`config.mk`:
```
export PLATFORM = sky130hd
export DESIGN_NAME = hazard_scoreboard_flat
export DESIGN_NICKNAME = d
export VERILOG_FILES = /design/src/rtl/hazard_pkg.sv /design/src/rtl/hazard_scoreboard_if.sv /design/src/rtl/pending_counter.sv /design/src/rtl/hazard_scoreboard.sv /design/src/flat_wrapper.sv
export SDC_FILE = /design/constraint.sdc
export NUM_CORES = 1
export LEC_CHECK = 0
export BUFFER_PORTS_ARGS = -buffer_cell sky130_fd_sc_hd__clkbuf_2
export CORE_UTILIZATION = 58
export DETAILED_ROUTE_END_ITERATION = 10
export GPL_TIMING_DRIVEN = 0
export PLACE_DENSITY = 0.88
export SYNTH_ARGS = -nofsm -noshare
export SYNTH_HDL_FRONTEND = slang
export SYNTH_SLANG_ARGS = --single-unit
```
`constraint.sdc`:
```
create_clock -name i_clk -period 4.5 [get_ports i_clk]
set_clock_uncertainty 0.2 [all_clocks]
set_input_delay 0.45 -clock i_clk [delete_from_list [all_inputs] [get_ports i_clk]]
set_output_delay 0.45 -clock i_clk [all_outputs]
set_load 0.005 [all_outputs]
```
`src/rtl/hazard_pkg.sv`:
```
// Shared types and constants for the decode-stage hazard scoreboard.
// Optional stall-cycle counter is enabled by HAZARD_SCOREBOARD_PERF_EN.
package hazard_pkg;

    typedef enum logic [1:0] {
        RUN     = 2'd0,
        DRAIN   = 2'd1,
        DRAINED = 2'd2
    } drain_state_t;

    localparam int DEF_SEL_WIDTH = 4;
    localparam int DEF_CNT_WIDTH = 2;
    localparam int DEF_CNT_MAX   = (1 << DEF_CNT_WIDTH) - 1;

    // Largest value a pending counter of the given width may hold.
    function automatic int cnt_max(input int width);
        return (1 << width) - 1;
    endfunction

endpackage

```
`src/rtl/hazard_scoreboard_if.sv`:
```
// Decode/writeback/drain signal bundle for hazard_scoreboard.
// o_stall_cycles exists only when HAZARD_SCOREBOARD_PERF_EN is defined.
interface hazard_scoreboard_if #(
    parameter int NUM_REGS  = 16,
    parameter int SEL_WIDTH = 4
);
    logic                 i_decoder_valid;
    logic [SEL_WIDTH-1:0] i_decoder_rs1;
    logic                 i_decoder_rs1_en;
    logic [SEL_WIDTH-1:0] i_decoder_rs2;
    logic                 i_decoder_rs2_en;
    logic [SEL_WIDTH-1:0] i_decoder_ws;
    logic                 i_decoder_we;
    logic [SEL_WIDTH-1:0] i_writeback_ws;
    logic                 i_writeback_we;
    logic                 i_drain_req;
    logic                 o_stall;
    logic                 o_issue;
    logic [NUM_REGS-1:0]  o_busy_mask;
    logic                 o_drained;
    logic                 o_underflow;
`ifdef HAZARD_SCOREBOARD_PERF_EN
    logic [31:0]          o_stall_cycles;
`endif

    modport master (
        output i_decoder_valid, i_decoder_rs1, i_decoder_rs1_en,
               i_decoder_rs2, i_decoder_rs2_en, i_decoder_ws, i_decoder_we,
               i_writeback_ws, i_writeback_we, i_drain_req,
        input  o_stall, o_issue, o_busy_mask, o_drained, o_underflow
`ifdef HAZARD_SCOREBOARD_PERF_EN
        , input o_stall_cycles
`endif
    );

    modport slave (
        input  i_decoder_valid, i_decoder_rs1, i_decoder_rs1_en,
               i_decoder_rs2, i_decoder_rs2_en, i_decoder_ws, i_decoder_we,
               i_writeback_ws, i_writeback_we, i_drain_req,
        output o_stall, o_issue, o_busy_mask, o_drained, o_underflow
`ifdef HAZARD_SCOREBOARD_PERF_EN
        , output o_stall_cycles
`endif
    );

endinterface

```
`src/rtl/pending_counter.sv`:
```
// One per-register in-flight write counter; simultaneous inc and dec cancel.
module pending_counter
    import hazard_pkg::*;
#(
    parameter int CNT_WIDTH = DEF_CNT_WIDTH
) (
    input  logic i_clk,
    input  logic i_reset,
    input  logic inc,
    input  logic dec,
    output logic busy,
    output logic full,
    output logic underflow
);
    localparam logic [CNT_WIDTH-1:0] MAX_VAL = CNT_WIDTH'(cnt_max(CNT_WIDTH));

    logic [CNT_WIDTH-1:0] count_reg;
    logic [CNT_WIDTH-1:0] count_next;

    always_comb begin
        count_next = count_reg;
        if (inc && !dec) begin
            count_next = count_reg + 1'b1;
        end else if (dec && !inc && count_reg != '0) begin
            count_next = count_reg - 1'b1;
        end
    end

    always_ff @(posedge i_clk or posedge i_reset) begin
        if (i_reset) begin
            count_reg <= '0;
        end else begin
            count_reg <= count_next;
        end
    end

    assign busy      = (count_reg != '0);
    assign full      = (count_reg == MAX_VAL);
    // A retire with nothing outstanding is clamped at zero and flagged.
    assign underflow = dec && !inc && (count_reg == '0);

endmodule

```
`src/rtl/hazard_scoreboard.sv`:
```
// Decode-stage RAW/saturation stall scoreboard with a drain FSM for halt entry.
// Define HAZARD_SCOREBOARD_PERF_EN to add the o_stall_cycles performance counter.
module hazard_scoreboard
    import hazard_pkg::*;
#(
    parameter int NUM_REGS  = 16,
    parameter int SEL_WIDTH = DEF_SEL_WIDTH,
    parameter int CNT_WIDTH = DEF_CNT_WIDTH
) (
    input  logic          i_clk,
    input  logic          i_reset,
    hazard_scoreboard_if.slave bus
);
    logic [NUM_REGS-1:0] rs1_hit;
    logic [NUM_REGS-1:0] rs2_hit;
    logic [NUM_REGS-1:0] ws_hit;
    logic [NUM_REGS-1:0] wb_hit;
    logic [NUM_REGS-1:0] inc_vec;
    logic [NUM_REGS-1:0] dec_vec;
    logic [NUM_REGS-1:0] busy_vec;
    logic [NUM_REGS-1:0] full_vec;
    logic [NUM_REGS-1:0] uflow_vec;

    logic haz1;
    logic haz2;
    logic sat;
    logic stall;
    logic issue;
    logic in_run;
    logic drained;
    logic underflow_reg;

    drain_state_t state_reg;
    drain_state_t state_next;

    // Selectors at or above NUM_REGS match no slot, so they never hit, inc or dec.
    genvar gi;
    generate
        for (gi = 0; gi < NUM_REGS; gi++) begin : g_reg
            assign rs1_hit[gi] = bus.i_decoder_rs1_en && (bus.i_decoder_rs1 == SEL_WIDTH'(gi));
            assign rs2_hit[gi] = bus.i_decoder_rs2_en && (bus.i_decoder_rs2 == SEL_WIDTH'(gi));
            assign ws_hit[gi]  = bus.i_decoder_we     && (bus.i_decoder_ws  == SEL_WIDTH'(gi));
            assign wb_hit[gi]  = bus.i_writeback_we   && (bus.i_writeback_ws == SEL_WIDTH'(gi));
            assign inc_vec[gi] = issue && ws_hit[gi];
            assign dec_vec[gi] = wb_hit[gi];

            pending_counter #(
                .CNT_WIDTH (CNT_WIDTH)
            ) u_cnt (
                .i_clk     (i_clk),
                .i_reset   (i_reset),
                .inc       (inc_vec[gi]),
                .dec       (dec_vec[gi]),
                .busy      (busy_vec[gi]),
                .full      (full_vec[gi]),
                .underflow (uflow_vec[gi])
            );
        end
    endgenerate

    // Hazards look only at registered counts: a same-cycle retire does not bypass.
    assign haz1  = |(rs1_hit & busy_vec);
    assign haz2  = |(rs2_hit & busy_vec);
    assign sat   = |(ws_hit & full_vec);
    assign stall = bus.i_decoder_valid && (!in_run || haz1 || haz2 || sat);
    assign issue = bus.i_decoder_valid && !stall;

    always_ff @(posedge i_clk or posedge i_reset) begin
        if (i_reset) begin
            state_reg <= RUN;
        end else begin
            state_reg <= state_next;
        end
    end

    // Dropping the request aborts a drain even if the mask cleared the same cycle.
    always_comb begin
        state_next = state_reg;
        case (state_reg)
            RUN:     if (bus.i_drain_req) state_next = DRAIN;
            DRAIN: begin
                if (!bus.i_drain_req) begin
                    state_next = RUN;
                end else if (busy_vec == '0) begin
                    state_next = DRAINED;
                end
            end
            DRAINED: if (!bus.i_drain_req) state_next = RUN;
            default: state_next = RUN;
        endcase
    end

    always_comb begin
        in_run  = (state_reg == RUN);
        drained = (state_reg == DRAINED);
    end

    always_ff @(posedge i_clk or posedge i_reset) begin
        if (i_reset) begin
            underflow_reg <= 1'b0;
        end else if (|uflow_vec) begin
            underflow_reg <= 1'b1;
        end
    end

`ifdef HAZARD_SCOREBOARD_PERF_EN
    logic [31:0] stall_cycles_reg;

    always_ff @(posedge i_clk or posedge i_reset) begin
        if (i_reset) begin
            stall_cycles_reg <= '0;
        end else if (stall) begin
            stall_cycles_reg <= stall_cycles_reg + 32'd1;
        end
    end

    assign bus.o_stall_cycles = stall_cycles_reg;
`endif

    assign bus.o_stall     = stall;
    assign bus.o_issue     = issue;
    assign bus.o_busy_mask = busy_vec;
    assign bus.o_drained   = drained;
    assign bus.o_underflow = underflow_reg;

endmodule

```
`src/flat_wrapper.sv`:
```
// flat-port wrapper written by rule: the top's interface ports become plain ports
module hazard_scoreboard_flat import hazard_pkg::*;
#(
    parameter int NUM_REGS  = 16,
    parameter int SEL_WIDTH = DEF_SEL_WIDTH,
    parameter int CNT_WIDTH = DEF_CNT_WIDTH
)
  (i_clk, i_reset, bus_i_decoder_valid, bus_i_decoder_rs1, bus_i_decoder_rs1_en, bus_i_decoder_rs2, bus_i_decoder_rs2_en, bus_i_decoder_ws, bus_i_decoder_we, bus_i_writeback_ws, bus_i_writeback_we, bus_i_drain_req, bus_o_stall, bus_o_issue, bus_o_busy_mask, bus_o_drained, bus_o_underflow);
  hazard_scoreboard_if #(.NUM_REGS(NUM_REGS), .SEL_WIDTH(SEL_WIDTH)) bus_i ();
  input  logic i_clk;
  input  logic i_reset;
  input wire logic [$bits(bus_i.i_decoder_valid)-1:0] bus_i_decoder_valid;
  input wire logic [$bits(bus_i.i_decoder_rs1)-1:0] bus_i_decoder_rs1;
  input wire logic [$bits(bus_i.i_decoder_rs1_en)-1:0] bus_i_decoder_rs1_en;
  input wire logic [$bits(bus_i.i_decoder_rs2)-1:0] bus_i_decoder_rs2;
  input wire logic [$bits(bus_i.i_decoder_rs2_en)-1:0] bus_i_decoder_rs2_en;
  input wire logic [$bits(bus_i.i_decoder_ws)-1:0] bus_i_decoder_ws;
  input wire logic [$bits(bus_i.i_decoder_we)-1:0] bus_i_decoder_we;
  input wire logic [$bits(bus_i.i_writeback_ws)-1:0] bus_i_writeback_ws;
  input wire logic [$bits(bus_i.i_writeback_we)-1:0] bus_i_writeback_we;
  input wire logic [$bits(bus_i.i_drain_req)-1:0] bus_i_drain_req;
  output wire logic [$bits(bus_i.o_stall)-1:0] bus_o_stall;
  output wire logic [$bits(bus_i.o_issue)-1:0] bus_o_issue;
  output wire logic [$bits(bus_i.o_busy_mask)-1:0] bus_o_busy_mask;
  output wire logic [$bits(bus_i.o_drained)-1:0] bus_o_drained;
  output wire logic [$bits(bus_i.o_underflow)-1:0] bus_o_underflow;
  assign bus_i.i_decoder_valid = bus_i_decoder_valid;
  assign bus_i.i_decoder_rs1 = bus_i_decoder_rs1;
  assign bus_i.i_decoder_rs1_en = bus_i_decoder_rs1_en;
  assign bus_i.i_decoder_rs2 = bus_i_decoder_rs2;
  assign bus_i.i_decoder_rs2_en = bus_i_decoder_rs2_en;
  assign bus_i.i_decoder_ws = bus_i_decoder_ws;
  assign bus_i.i_decoder_we = bus_i_decoder_we;
  assign bus_i.i_writeback_ws = bus_i_writeback_ws;
  assign bus_i.i_writeback_we = bus_i_writeback_we;
  assign bus_i.i_drain_req = bus_i_drain_req;
  assign bus_o_stall = bus_i.o_stall;
  assign bus_o_issue = bus_i.o_issue;
  assign bus_o_busy_mask = bus_i.o_busy_mask;
  assign bus_o_drained = bus_i.o_drained;
  assign bus_o_underflow = bus_i.o_underflow;
  hazard_scoreboard #(.NUM_REGS(NUM_REGS), .SEL_WIDTH(SEL_WIDTH), .CNT_WIDTH(CNT_WIDTH)) u_core (.i_clk(i_clk), .i_reset(i_reset), .bus(bus_i));
endmodule
```
## Word level (Yosys, flattened, before mapping)

Cells that the tools add are included.

| storage, ports and cells | value |
|---|---|
| register bits after elaboration | 35 |
| word-level logic and storage cells | 413 |

| operators by class | value |
|---|---|
| $add $sub $neg | 32 |
| equality and inequality tests | 81 |
| mux-type cells | 37 |
| bitwise operators | 3 |
| reductions and logical operators | 242 |

Operator list:

| operator | number |
|---|---|
| logical AND 1 bit | 146 |
| == test 4 bit, second input constant | 32 |
| 2-to-1 mux 2 bit | 36 |
| == test 4 x 3 -> 1 bit, second input constant | 16 |
| nonzero test 2 bit | 32 |
| OR reduction 16 bit | 4 |
| bitwise AND 16 bit | 3 |
| == test 2 bit, second input constant | 17 |
| logical NOT 1 bit | 34 |
| logical NOT 2 bit | 17 |
| adder 2 x 1 -> 2 bit, second input constant | 16 |
| == test 4 x 2 -> 1 bit, second input constant | 8 |
| subtractor 2 x 1 -> 2 bit, second input constant | 16 |
| == test 4 x 1 -> 1 bit, second input constant | 4 |
| logical NOT 16 bit | 1 |
| logical NOT 4 bit | 4 |
| one-hot mux 2 bit (3 select lines) | 1 |
| != test 2 bit, second input constant | 2 |
| logical OR 1 bit | 3 |
| != test 3 x 2 -> 1 bit, second input constant | 1 |
| AND reduction 3 bit | 1 |
| == test 2 x 1 -> 1 bit, second input constant | 1 |

## Logic depth before layout (Yosys ltp)

| logic depth | value |
|---|---|
| depth after elaboration | 16 |
| mapped depth | 12 |
| mapped depth without buffers | 10 |

## Cells and area by module

A second synthesis with hierarchy kept.

| unflattened totals | value |
|---|---|
| cell total of the unflattened synthesis | 380 |
| area, all modules | 3015.4 µm² |

Modules (own cells, without submodules):

| module | times used | cells each | area an instance (µm²) | sequential area each (µm²) |
|---|---|---|---|---|
| pending_counter | 16 | 15 | 125.1 | 50.0 |
| hazard_scoreboard | 1 | 140 | 1013.5 | 75.1 |

## Worst setup path after synthesis

Ideal clock, no wire load.

| path | value |
|---|---|
| path type | flip-flop to flip-flop |
| start point | register u_core.g_reg[6].u_cnt.count_reg[0] |
| end point | register u_core.underflow_reg, in the netlist u_core.bus.o_underflow |
| arrival | 2.834 ns |
| required time | 4.169 ns |
| path slack | 1.335 ns |
| stages on the path, launching flop included | 11 |
| buffers on the path | 1 |
| clock period less this slack | 3.165 ns |
| path through | dfrtp_1 > or2_1 > buf_6 > mux4_1 > nor3b_2 > a211oi_2 > or3_1 > o31ai_4 > o22a_1 > o2111ai_1 > or3_1 |

| between the ends | value |
|---|---|
| cells in the longest elaborated chain, start to end | 14 |
| elaborated cells on any way between the ends | 80 |

Ends and longest elaborated chain:

| element | RTL line | source |
|---|---|---|
| start: declaration | pending_counter.sv:17 | `logic [CNT_WIDTH-1:0] count_reg;` |
| start signal: assignment | pending_counter.sv:33 | `count_reg <= count_next;` |
| nonzero test 2 bit * | pending_counter.sv:37 | `assign busy = (count_reg != '0);` |
| net u_core.g_reg[6].u_cnt.busy | pending_counter.sv:11 | `output logic busy,` |
| bitwise AND 16 bit | hazard_scoreboard.sv:62 | `assign haz1 = \|(rs1_hit & busy_vec);` |
| OR reduction 16 bit | hazard_scoreboard.sv:62 |  |
| logical OR 1 bit | hazard_scoreboard.sv:65 | `assign stall = bus.i_decoder_valid && (!in_run \|\| haz1 \|\| haz2 \|\| sat);` |
| logical OR 1 bit * (2 in series) | hazard_scoreboard.sv:65 |  |
| logical AND 1 bit * | hazard_scoreboard.sv:65 |  |
| logical NOT 1 bit * | hazard_scoreboard.sv:66 | `assign issue = bus.i_decoder_valid && !stall;` |
| logical AND 1 bit * | hazard_scoreboard.sv:66 |  |
| logical AND 1 bit | hazard_scoreboard.sv:44 | `assign inc_vec[gi] = issue && ws_hit[gi];` |
| logical NOT 1 bit | pending_counter.sv:40 | `assign underflow = dec && !inc && (count_reg == '0);` |
| logical AND 1 bit (2 in series) | pending_counter.sv:40 |  |
| OR reduction 16 bit * | hazard_scoreboard.sv:101 | `end else if (\|uflow_vec) begin` |
| end signal: assignment | hazard_scoreboard.sv:100 | `underflow_reg <= 1'b0;` |
| end signal: assignment | hazard_scoreboard.sv:102 | `underflow_reg <= 1'b1;` |
| end: declaration | hazard_scoreboard.sv:31 | `logic underflow_reg;` |

Mark *: on every way through the listed nets, which the timed path passes. The rest lies on a longest branch.
A chain may end at the register's enable or synchronous reset.

## Final worst setup path

| path | value |
|---|---|
| start point | register u_core.g_reg[1].u_cnt.count_reg[0] |
| end point | register u_core.underflow_reg, in the netlist u_core.bus.o_underflow |

| between the ends | value |
|---|---|
| cells in the longest elaborated chain, start to end | 14 |
| elaborated cells on any way between the ends | 80 |

Ends and longest elaborated chain:

| element | RTL line |
|---|---|
| start: declaration | pending_counter.sv:17 |
| start signal: assignment | pending_counter.sv:33 |
| nonzero test 2 bit * | pending_counter.sv:37 |
| net u_core.g_reg[1].u_cnt.busy | pending_counter.sv:11 |
| bitwise AND 16 bit | hazard_scoreboard.sv:62 |
| OR reduction 16 bit | hazard_scoreboard.sv:62 |
| logical OR 1 bit | hazard_scoreboard.sv:65 |
| logical OR 1 bit * (2 in series) | hazard_scoreboard.sv:65 |
| logical AND 1 bit * | hazard_scoreboard.sv:65 |
| logical NOT 1 bit * | hazard_scoreboard.sv:66 |
| logical AND 1 bit * | hazard_scoreboard.sv:66 |
| logical AND 1 bit | hazard_scoreboard.sv:44 |
| logical NOT 1 bit | pending_counter.sv:40 |
| logical AND 1 bit (2 in series) | pending_counter.sv:40 |
| OR reduction 16 bit * | hazard_scoreboard.sv:101 |

Marked as above.

==> run_results.csv <==
group,metric,value,unit
drt,detail_route.first_pass.iterations,5,
die,row_count,25,
drt,detailedRoute.firstIterationViolations,271,
cells_and_area,post_route_cells_drive_above_1_share,0.216,
placement,place.port_buffers,40,
min_path,min-delay-path-class,"in2async",
global_route,gr-usage-all-layers,0.323,
sta,rsz0062_at_grt,"no",
sta,timing.final.crit_share,0.832,
clock_tree,ctsHtreeMaxLevel,2,
sta,final-max-slew-violation-count,0,
power,total_switching_power,416,µW
power,power_frac_seq,0.397,
logic_synthesis,synth-edff-count,0,
placement,gp_congestion,0.979,
clock_tree,cts_repair_resizes,0,
sta,fin_setup_tns,0,ns
sta,timing_hold_violations_final,0,
drt,number_of_design_rule_violations_left_after_detail_routing,0,
global_route,largest_net_degree_at_the_start_of_global_routing,36,
logic_synthesis,synth.ff_latch_count,35,
worst_setup_path,crit-reg2reg-capture,"u_core.bus.o_underflow$_DFFE_PP0P_",
sta,finalCriticalPeriod,3.75,ns
cells_and_area,num-nets-final,435,
clock_tree,clkLatencyLatePin,0.29,ns
logic_synthesis,syn_nets,388,
drt,routed_wire_length,8180,µm
worst_setup_path,cp_data_required_time,4.47,ns
logic_synthesis,ys_types,56,
global_route,grt_overflow_total,0,
worst_setup_path,critPathMaxFanout,10,
worst_setup_path,worst_setup_path_end_kind,"flop",
power,power.switching_fraction,0.365,
cells_and_area,area.growth.synth_to_final,13.0,%
global_route,grt_antenna_before_repair,0,
worst_setup_path,r2r_slack,0.75,ns
drt,detailroute.via_count,3038,
flow_run,number_of_max_capacitance_violations_reported,0,
die,fp.dieW,73.4,µm
worst_setup_path,timing.setup.critical_path_class,"reg2reg",
power,power_density,341,nW/µm²
power,leakage_power,1.46,nW
logic_synthesis,synth_area_per_cell,8.13,µm²
clock_tree,clock-sinks,35,
clock_tree,postCtsSetupRepairBufs,0,
clock_tree,cts-root-buf,"sky130_fd_sc_hd__clkbuf_8",
sta,tightest_slew,0.865,ns
power,irDropWorstVdd,168,µV
drt,via_per_inst,6.34,
worst_setup_path,reg2reg_depth,10,
clock_tree,post_cts_hold_buffer_count,0,
power,share_clk_of_total_power,0.226,
die,initial_core_util,0.614,
sta,slew-limit-headroom,0.420,
drt,final_antenna_net_count,0,
worst_setup_path,r2r-start,"u_core.g_reg[1].u_cnt.count_reg[0]$_DFFE_PP0P_",
die,core_area,4820,µm²
cells_and_area,layout.cells.most_common,"sky130_fd_sc_hd__clkbuf_2",
status,outcome,"completed",
logic_synthesis,synth_warnings,0,
clock_tree,numCtsBuffers,5,
die,die_outline_area,5390,µm²
global_route,grt_first_pass_wirelength,13000,µm
worst_setup_path,critPathArrivalTime,3.71,ns
power,comb_power_share,0.378,
logic_synthesis,netlist_instances,364,
logic_synthesis,ys_dominant_reg_cell,"sky130_fd_sc_hd__dfrtp_1",
sta,timing.fmax,267,MHz
cells_and_area,finalCoreUtilization,0.694,
clock_tree,clock_tree_from_tritoncts,"yes",
logic_synthesis,ys_async_sr_fraction,1.00,
die,chipHeight,73.4,µm
clock_tree,clkSlewWorstSetupHoldPaths,0.08,ns
logic_synthesis,syn_area,2960,µm²
cells_and_area,final_cell_mix,"sky130_fd_sc_hd__clkbuf_2 (40), sky130_fd_sc_hd__nor2_1 (37), sky130_fd_sc_hd__dfrtp_1 (35), sky130_fd_sc_hd__nand2_1 (33), sky130_fd_sc_hd__o21ai_0 (32)",
die,design.portCount,44,
cells_and_area,antenna_cells_inserted,0,
placement,dp_hpwl,6400,µm
power,p_int,724,µW
clock_tree,ctsLongestPathBuffers,2,
worst_setup_path,crit_path_start_kind,"flop",
sta,finalSetupViolations,0,
logic_synthesis,synth.yosys.seq_area_share,0.296,
cells_and_area,largest_register_ff_count,32,
drt,routed_wire_length_per_instance,17.1,µm
global_route,grt_pass1_vias,2774,
[routing by layer]
layer  global-route usage  part of all wire  up-vias
met4                0.145             0.028        0
li1                     -                 -     1416
met1                0.387              0.41     1447
met2                0.547              0.48      141
met5                    0                 0        -
met3               0.0837             0.082       34
[kinds of logic after synthesis]
group | count (synthesis) | synth area share
XOR/XNOR | 1 | 0.00296
buffers and inverters | 51 | 0.100
AND/OR/NAND/NOR | 176 | 0.328
flip-flops | 35 | 0.296
multiplexers | 10 | 0.0728
AO/OA/AOI/OAI | 91 | 0.200
[power by group through the flow]
stage	Sequential, mW	Clock (mW)	Combinational [mW]
final	0.452	0.257	0.430
after CTS	0.448	0.265	0.427
after floorplan	0.434	0	0.304
after global routing	0.463	0.276	0.478
after detailed placement	0.453	0	0.427
after global placement	0.447	0	0.407
[area by class of cell]
cell class / count / area, µm²
buffer: 34 / 233
clock buffer: 8 / 100
fill: 417 / 1480
inverter: 17 / 63.8
multi-input combinational: 278 / 1790
sequential: 35 / 876
tap: 67 / 83.8
timing repair buffer: 40 / 200
[worst max-delay path by stage]
stage / from / endpoint / slack (ns)
2_1_floorplan: u_core.g_reg[6].u_cnt.count_reg[0]$_DFFE_PP0P_ / u_core.bus.o_underflow$_DFFE_PP0P_ / 1.33
3_3_place_gp: bus_i_decoder_ws[0] / u_core.bus.o_underflow$_DFFE_PP0P_ / 0.76
3_5_place_dp: bus_i_decoder_ws[0] / u_core.bus.o_underflow$_DFFE_PP0P_ / 0.71
4_1_cts: u_core.g_reg[1].u_cnt.count_reg[0]$_DFFE_PP0P_ / u_core.bus.o_underflow$_DFFE_PP0P_ / 0.79
5_1_grt: u_core.g_reg[1].u_cnt.count_reg[0]$_DFFE_PP0P_ / u_core.bus.o_underflow$_DFFE_PP0P_ / 0.62
6_report: u_core.g_reg[1].u_cnt.count_reg[0]$_DFFE_PP0P_ / u_core.bus.o_underflow$_DFFE_PP0P_ / 0.75
[cell usage after synthesis, types with 3 or more instances]
library cell	n	area, µm²
sky130_fd_sc_hd__nand2_1	33	124
sky130_fd_sc_hd__nand3b_1	13	97.6
sky130_fd_sc_hd__and3_1	7	43.8
sky130_fd_sc_hd__a21oi_1	15	75.1
sky130_fd_sc_hd__nor2_1	37	139
sky130_fd_sc_hd__o21a_1	8	60.1
sky130_fd_sc_hd__inv_1	17	63.8
sky130_fd_sc_hd__nor4_1	5	31.3
sky130_fd_sc_hd__nor2b_1	4	25.0
sky130_fd_sc_hd__nand3_1	18	90.1
sky130_fd_sc_hd__clkbuf_1	8	30.0
sky130_fd_sc_hd__mux4_2	4	90.1
sky130_fd_sc_hd__and2_1	4	25.0
sky130_fd_sc_hd__a311oi_1	3	26.3
sky130_fd_sc_hd__or2_1	9	56.3
sky130_fd_sc_hd__nor3b_1	7	52.6
sky130_fd_sc_hd__o21ai_0	32	160
sky130_fd_sc_hd__buf_2	5	25.0
sky130_fd_sc_hd__and4_1	3	26.3
sky130_fd_sc_hd__nor3_1	11	55.1
sky130_fd_sc_hd__mux4_1	4	105
sky130_fd_sc_hd__dfrtp_1	35	876
sky130_fd_sc_hd__or3_1	3	18.8
sky130_fd_sc_hd__a211oi_1	9	67.6
sky130_fd_sc_hd__nand4_1	5	31.3
sky130_fd_sc_hd__buf_4	17	128
sky130_fd_sc_hd__nand2b_1	3	18.8
sky130_fd_sc_hd__a31oi_1	7	43.8
[per-stage QoR]
stage | power [mW] | hold slack, ns | instances | worst slack [ns] | cell area (µm²)
6_report | 1.14 | 0.0712 | 479 | 0.755 | 3340
3_5_place_dp | 0.880 | 0.287 | 471 | 0.714 | 3240
3_3_place_gp | 0.854 | 0.266 | 471 | 0.756 | 3240
4_1_cts | 1.14 | 0.202 | 479 | 0.788 | 3340
2_1_floorplan | 0.738 | 0.238 | 364 | 1.33 | 2960
5_1_grt | 1.22 | 0.141 | 479 | 0.623 | 3340
[critical path, stage by stage, from the launching register on]
cell	delay, ns
sky130_fd_sc_hd__dfrtp_1	0.41
sky130_fd_sc_hd__or2_1	0.23
sky130_fd_sc_hd__clkbuf_1	0.18
sky130_fd_sc_hd__mux4_2	0.48
sky130_fd_sc_hd__o31ai_1	0.25
sky130_fd_sc_hd__a211oi_1	0.18
sky130_fd_sc_hd__nor4b_4	0.53
sky130_fd_sc_hd__a31oi_1	0.24
sky130_fd_sc_hd__a32oi_1	0.38
sky130_fd_sc_hd__o2111ai_1	0.16
sky130_fd_sc_hd__or3_1	0.36
(Power assumes the default switching activity.)
